<file path="src/rtl/alu_sout_deser.sv">
// alu_sout_deser: deserializer for the serial ALU output line.
// Collects 11-bit frames (start, type, 8 data bits MSB first, stop).
// Groups them into packets: DATA_FRAMES data frames followed by a result
// CTL frame, or a single error CTL frame. Results and errors are reported
// with one-cycle strobes.
// Optional feature macro: ALU_SOUT_CRC3_CHECK_EN. When it is defined, the
// CRC3 of the result is checked. When it is undefined, crc_ok reads 1 on
// every result.
module alu_sout_deser #(
    parameter int DATA_FRAMES  = 4,   // only 4 is supported (C is 32 bits)
    parameter int IDLE_TIMEOUT = 64   // 0 disables the inter-frame timeout
) (
    input  logic        clk,
    input  logic        rst,
    input  logic        sout,
    output logic        result_valid,
    output logic [31:0] c,
    output logic [3:0]  flags,
    output logic [2:0]  crc3,
    output logic        crc_ok,
    output logic        err_valid,
    output logic [2:0]  err_flags,
    output logic        parity_ok,
    output logic        proto_err
);

    localparam int CW = $clog2(DATA_FRAMES + 1);
    localparam int TW = (IDLE_TIMEOUT > 0) ? $clog2(IDLE_TIMEOUT + 1) : 1;

    typedef enum logic [1:0] {IDLE, TYPE, DATA, STOP} state_t;

    state_t        state;
    logic          is_ctl;
    logic [7:0]    sh;
    logic [2:0]    bit_cnt;
    logic [CW-1:0] frame_cnt;
    logic [TW-1:0] idle_cnt;
    logic [31:0]   c_shift;

`ifdef ALU_SOUT_CRC3_CHECK_EN
    // CRC3, polynomial x^3+x+1, init 0, message fed MSB first
    function automatic logic [2:0] crc3_calc(input logic [36:0] msg);
        logic [2:0] r;
        logic       fb;
        r = 3'b000;
        for (int i = 36; i >= 0; i--) begin
            fb = r[2] ^ msg[i];
            r  = {r[1], r[0] ^ fb, fb};
        end
        return r;
    endfunction
`endif

    // Frame FSM plus packet decode; all outputs are registered
    always_ff @(posedge clk) begin
        if (rst) begin
            state        <= IDLE;
            is_ctl       <= 1'b0;
            sh           <= '0;
            bit_cnt      <= '0;
            frame_cnt    <= '0;
            idle_cnt     <= '0;
            c_shift      <= '0;
            result_valid <= 1'b0;
            err_valid    <= 1'b0;
            proto_err    <= 1'b0;
            c            <= '0;
            flags        <= '0;
            crc3         <= '0;
            crc_ok       <= 1'b0;
            err_flags    <= '0;
            parity_ok    <= 1'b0;
        end else begin
            result_valid <= 1'b0;
            err_valid    <= 1'b0;
            proto_err    <= 1'b0;
            case (state)
                IDLE: begin
                    if (!sout) begin
                        state    <= TYPE;
                        idle_cnt <= '0;
                    end else if (IDLE_TIMEOUT > 0 && frame_cnt != '0) begin
                        // idle_cnt counts idle cycles already seen; firing at
                        // equality means this is cycle IDLE_TIMEOUT+1
                        if (idle_cnt == TW'(IDLE_TIMEOUT)) begin
                            proto_err <= 1'b1;
                            frame_cnt <= '0;
                            idle_cnt  <= '0;
                        end else begin
                            idle_cnt <= idle_cnt + 1'b1;
                        end
                    end else begin
                        idle_cnt <= '0;
                    end
                end
                TYPE: begin
                    is_ctl  <= sout;
                    bit_cnt <= '0;
                    state   <= DATA;
                end
                DATA: begin
                    sh      <= {sh[6:0], sout};
                    bit_cnt <= bit_cnt + 1'b1;
                    if (bit_cnt == 3'd7) state <= STOP;
                end
                STOP: begin
                    state    <= IDLE;
                    idle_cnt <= '0;
                    if (!sout) begin
                        proto_err <= 1'b1;
                        frame_cnt <= '0;
                    end else if (!is_ctl) begin
                        if (frame_cnt != CW'(DATA_FRAMES)) begin
                            c_shift   <= {c_shift[23:0], sh};
                            frame_cnt <= frame_cnt + 1'b1;
                        end else begin
                            proto_err <= 1'b1;
                            frame_cnt <= '0;
                        end
                    end else if (!sh[7]) begin
                        frame_cnt <= '0;
                        if (frame_cnt == CW'(DATA_FRAMES)) begin
                            result_valid <= 1'b1;
                            c            <= c_shift;
                            flags        <= sh[6:3];
                            crc3         <= sh[2:0];
`ifdef ALU_SOUT_CRC3_CHECK_EN
                            crc_ok <= (crc3_calc({c_shift, 1'b0, sh[6:3]}) == sh[2:0]);
`else
                            crc_ok <= 1'b1;
`endif
                        end else begin
                            proto_err <= 1'b1;
                        end
                    end else begin
                        // error response: any partial packet is dropped
                        err_valid <= 1'b1;
                        err_flags <= sh[6:4];
                        parity_ok <= (^sh == 1'b0) && (sh[3:1] == sh[6:4]);
                        frame_cnt <= '0;
                    end
                end
                default: state <= IDLE;
            endcase
        end
    end

endmodule

</file>
<file path="config.mk">
export PLATFORM = sky130hd
export DESIGN_NAME = alu_sout_deser
export DESIGN_NICKNAME = d
export VERILOG_FILES = /design/src/rtl/alu_sout_deser.sv
export SDC_FILE = /design/constraint.sdc
export NUM_CORES = 1
export LEC_CHECK = 0
export CAP_MARGIN = 20
export CORE_AREA = 8 8 94 96
export DETAILED_ROUTE_END_ITERATION = 10
export DIE_AREA = 0 0 102 104
export PLACE_DENSITY = 0.78
export SLEW_MARGIN = 10
export SYNTH_ARGS = -nofsm -noshare
export SYNTH_HDL_FRONTEND = slang
export SYNTH_SLANG_ARGS = --single-unit
</file>
<file path="constraint.sdc">
create_clock -name clk -period 3.6 [get_ports clk]
set_clock_uncertainty 0.2 [all_clocks]
set_input_delay 0.9 -clock clk [delete_from_list [all_inputs] [get_ports clk]]
set_output_delay 0.9 -clock clk [all_outputs]
set_load 0.05 [all_outputs]
</file>
Yosys cells after proc, flatten, opt, wreduce, memory -nomap -nowiden
Cells that the tools add are included.

Register bits: 103. Input port bits: 3. Logic and storage cells: 76.

$add $sub $neg: 3. Equality and inequality tests: 13. Mux-type cells: 26. Bitwise gates (word level): 5. Reductions and logical operators: 13.

Operators with widths (count): 2-to-1 mux 7 bit (3); 2-to-1 mux 3 bit (6); case mux 7 bit (2 select lines) (1); case mux 3 bit (2 select lines) (2); AND reduction 4 bit (3); 2-to-1 mux 1 bit (10); != test 2 bit (second input constant) (5); case mux 2 bit (4 select lines) (1); parity 8 bit (1); adder 7 x 1 -> 7 bit (second input constant) (1); == test 7 bit (second input constant) (1); adder 3 x 1 -> 3 bit (second input constant) (2); == test 3 bit (second input constant) (2); inverter 1 bit (5); AND reduction 5 bit (1); OR reduction 5 bit (1); == test 2 bit (second input constant) (2); 2-to-1 mux 2 bit (2); nonzero test 2 bit (2); OR reduction 4 bit (1); == test 3 bit (1); != test 3 bit (second input constant) (1); nonzero test 3 bit (1); == test 2 x 1 -> 1 bit (second input constant) (1); 4 further kinds (4).

Depth between registers and ports, before layout
Depth after elaboration: 6. Gate-level depth with buffers: 8.

Worst setup path before layout
Ideal clock, no wire load.

Kind: input -> register. From: input sout. To: register c[0]. Library setup time: 132 ps. Data arrival time: 1986 ps. Required time: 3268 ps. Path slack: 1282 ps. Stages: 7. Path through: clkbuf_1 -> nand2_1 -> or3_1 -> clkbuf_1 -> clkbuf_1 -> nand2_1 -> a21oi_1.

Longest elaborated chain between the ends: 1.

RTL lines: from (decl) (line 15) `input logic sout,`; AND reduction 5 bit (no line); to (signal assigned) (line 124) `c <= c_shift;`; to (decl) (line 17) `output logic [31:0] c,`.

Every way passes these cells. A chain may end at the register's enable or synchronous reset.

Worst setup path after layout
From: register c[0]. To: output c[0].

No word-level cell between the ends.

==> out/qor.tcl <==
set qor(outcome) {complete, no violations}
set qor(critical-path-slowest-cell) {sky130_fd_sc_hd__clkdlybuf4s50_1}
set qor(synth.cells.most_frequent) {sky130_fd_sc_hd__nand2_1 (155), sky130_fd_sc_hd__dfxtp_1 (103), sky130_fd_sc_hd__a21oi_1 (79)}
set qor(crit_path_start_kind) {register}
set qor(globalRoute.totalOverflow) 0
set qor(fin_crit_sh_pct) 73.8
set qor(drt_pre_antenna_iters) 4
set qor(pin_slew_with_the_least_headroom_to_its_limit_ps) 626
set qor(drtIter0Drc) 166
set qor(total_global_routing_track_utilization_pct) 16.4
set qor(post-layout-total-power_mw) 2.09
set qor(timing.critical_path.fanout_max) 2
set qor(io_pins) 50
set qor(worst_slew_margin_pct) 58.2
set qor(grt_first_pass_wirelength_um) 14300
set qor(post_synth_fa_ha_maj_area_fraction_pct) 3.49
set qor(cts.clk_slew.worst_paths_ps) 100
set qor(first_global_vias) 3259
set qor(holdBufCountCts) 0
set qor(cts.sink_count) 103
set qor(netlist_area_pre_place_mm2) 0.00394
set qor(simple_gate_share_of_the_synthesized_area_pct) 22.5
set qor(route.detailed.drc) 0
set qor(postRouteAntennaNets) 0
set qor(cp_slowest_stage_delay_ps) 820
set qor(grt_setup_unrepaired) {no}
set qor(synth_seq_area_share_pct) 52.3
set qor(drt_wl_total_um) 8290
set qor(crit_path_time_final_ps) 2660
set qor(die_height_um) 104
set qor(rows) 32
set qor(share_of_cell_area_taken_by_muxes_after_synthesis_pct) 3.56
set qor(number_of_warnings_reported_in_the_yosys_synthesis_log) 0
set qor(synth_area_in_xor_xnor_pct) 1.56
set qor(power.density_mw_per_mm2) 444
set qor(final.setup.tns_ps) 0
set qor(die_width_um) 102
set qor(fp.dieArea_mm2) 0.0106
set qor(worstRegToRegCells) 7
set qor(cts_tree) {built}
set qor(achievable-frequency_mhz) 377
set qor(synth_edf_count) 0
set qor(post_cts_resized) 0
set qor(synth_compound_area_share_pct) 13.0
set qor(gp_congestion) 0.776
set qor(yosys-top-cells-area) {sky130_fd_sc_hd__dfxtp_1 (52%), sky130_fd_sc_hd__nand2_1 (15%), sky130_fd_sc_hd__a21oi_1 (10%), sky130_fd_sc_hd__mux2i_1 (3.6%), sky130_fd_sc_hd__ha_1 (3.5%)}
set qor(ys.flop_type) {sky130_fd_sc_hd__dfxtp_1}
set qor(grt_max_degree) 55
set qor(antennaDiodeCount) 0
set qor(synth_top_area_share_pct) 52.3
set qor(drive_above_1_share_pct) 5.17
set qor(synth_top_family_by_area) {simple AND/OR/NAND/NOR gates}
set qor(synthArstFlopShare_pct) 0
set qor(wl_per_cell_um) 13.3
set qor(viasPerCell) 5.17
set qor(crit-reg2reg-capture) {c[10]}
set qor(timing.critical_path.required_ps) 2500
set qor(dp_hpwl_um) 5510
set qor(timing.critical_path.depth) 1
set qor(synth.ff_latch_count) 103
set qor(timing.rr.start) {frame_cnt[0]}
set qor(cts.repair_timing.setup_buffer_count) 0
set qor(cts_buffers) 9
set qor(finalHoldViolCount) 0
set qor(synth_nets) 494
set qor(finalSetupViolCount) 0
set qor(cts_max_level) 3
set qor(timing.critical_path.cells) {clkdlybuf4s50_1}
set qor(critPathLaunch) {c[0]}
set qor(post_layout_utilization_of_the_core_pct) 63.1
set qor(dr_total_vias) 3225
set qor(grt_antenna_before_repair) 0
set qor(synth.avg_cell_area_um2) 8.21
set qor(num-nets-final) 531
set qor(setup.reg_to_reg.worst_slack_ps) 1580
set qor(synth_cells) 480
set qor(synth_largest_area_cell) {sky130_fd_sc_hd__dfxtp_1}
set qor(final-max-slew-violation-count) 0
set qor(critical_path_class) {register to output pin}
set qor(timing.critical_path.max_delay_family) {buffers and inverters}
set qor(leakage_nw) 1.59
set qor(clock_path_buffers) 2
set qor(buffer_ports.inserted) 49
set qor(initial_utilization_pct) 52.9
set qor(synth.most_common_cell) {sky130_fd_sc_hd__nand2_1}
set qor(peakVddDrop_v) 0.000344
set qor(insertion_delay_ps) 350
set qor(capture_point_of_the_critical_path) {c[0]}
set qor(drv_cap) 0
set qor(post_synth_num_cell_types) 34
set qor(layout-area-overhead-vs-synth_pct) 19.2
set qor(endpoint_kind) {output pin}
set qor(critPathArrivalTime_ps) 1560
set qor(layout.filler_cells) 659
set qor(hp-class) {register to register}
set qor(path_buf_inv) 1
set qor(root_buffer) {sky130_fd_sc_hd__clkbuf_8}
set qor(floorplan.core_area_mm2) 0.00745
## logic make-up after synthesis
kind of cell / count (synthesis)
XOR/XNOR: 7
flip-flops: 103
adder cells (fa/ha/maj): 11
multiplexers: 14
AND/OR/NAND/NOR: 213
AO/OA/AOI/OAI: 94
buffers and inverters: 38
## sequential cells by signal (all words and copies together), names as in the netlist, 2 cells and up
name / count
err_flags: 3
c: 32
idle_cnt: 7
c_shift: 32
frame_cnt: 3
crc3: 3
state: 2
sh: 8
bit_cnt: 3
flags: 4
## cells in the final DEF (no fill, tap or decap), types with 2 or more instances in the layout
cell	netlist	routed
sky130_fd_sc_hd__or3_1	3	3
sky130_fd_sc_hd__nor2_1	25	25
sky130_fd_sc_hd__or4_4	2	2
sky130_fd_sc_hd__nand3_1	6	6
sky130_fd_sc_hd__nand2b_1	6	6
sky130_fd_sc_hd__xor2_1	4	4
sky130_fd_sc_hd__clkdlybuf4s50_1	0	48
sky130_fd_sc_hd__o21ai_1	2	2
sky130_fd_sc_hd__clkinvlp_4	0	2
sky130_fd_sc_hd__o31ai_1	3	3
sky130_fd_sc_hd__dfxtp_1	103	103
sky130_fd_sc_hd__a22o_1	2	2
sky130_fd_sc_hd__ha_1	11	11
sky130_fd_sc_hd__nor3_1	5	4
sky130_fd_sc_hd__a21oi_1	79	78
sky130_fd_sc_hd__nand2_1	155	155
sky130_fd_sc_hd__clkbuf_1	28	2
sky130_fd_sc_hd__xnor2_1	3	3
sky130_fd_sc_hd__nor2b_1	5	5
sky130_fd_sc_hd__inv_1	8	8
sky130_fd_sc_hd__mux2i_1	14	14
sky130_fd_sc_hd__o211ai_1	2	2
sky130_fd_sc_hd__buf_4	0	7
sky130_fd_sc_hd__clkbuf_8	0	9
## per-layer routing
metal  track usage [%]  share of wire [%]  up-vias
li1                  -                  -     1644
met1              19.1                 46     1519
met2              27.7                 49       53
met3              4.42                3.6        9
met4              6.30                1.3        0
met5                 0                  0        -
## per-stage QoR
stage	std cells	hold slack [ps]	cell area [um^2]	worst slack (ps)
floorplan	480	232	3940	1280
CTS	624	260	4700	934
global route	624	280	4700	900
global placement	608	241	4500	782
detailed placement	608	247	4500	714
finish	624	256	4700	944
## worst min path at each step
| stage | from | to | depth (start not counted) |
|---|---|---|---|
| finish | c_shift[31] | c[31] | 2 |
| global route | c[20] | c[20] | 2 |
| CTS | c[24] | c[24] | 2 |
| detailed placement | c[24] | c[24] | 2 |
| global placement | c_shift[31] | c[31] | 2 |
| floorplan | c_shift[24] | c[24] | 2 |
## layout make-up
class,count,area [um^2],share of cell area [%]
tap,102,128,2.72
multi-input combinational,339,1740,37.1
timing repair buffer,55,533,11.3
clock inverter,5,65.1,1.39
inverter,9,33.8,0.719
clock buffer,11,131,2.80
sequential,103,2060,43.9
## report_power, final
| group | internal (mW) | switching (mW) |
|---|---|---|
| logic | 0.0660 | 0.135 |
| registers | 1.15 | 0.0154 |
| clock network | 0.330 | 0.386 |
Note: power is estimated with default switching activity, not from simulation.
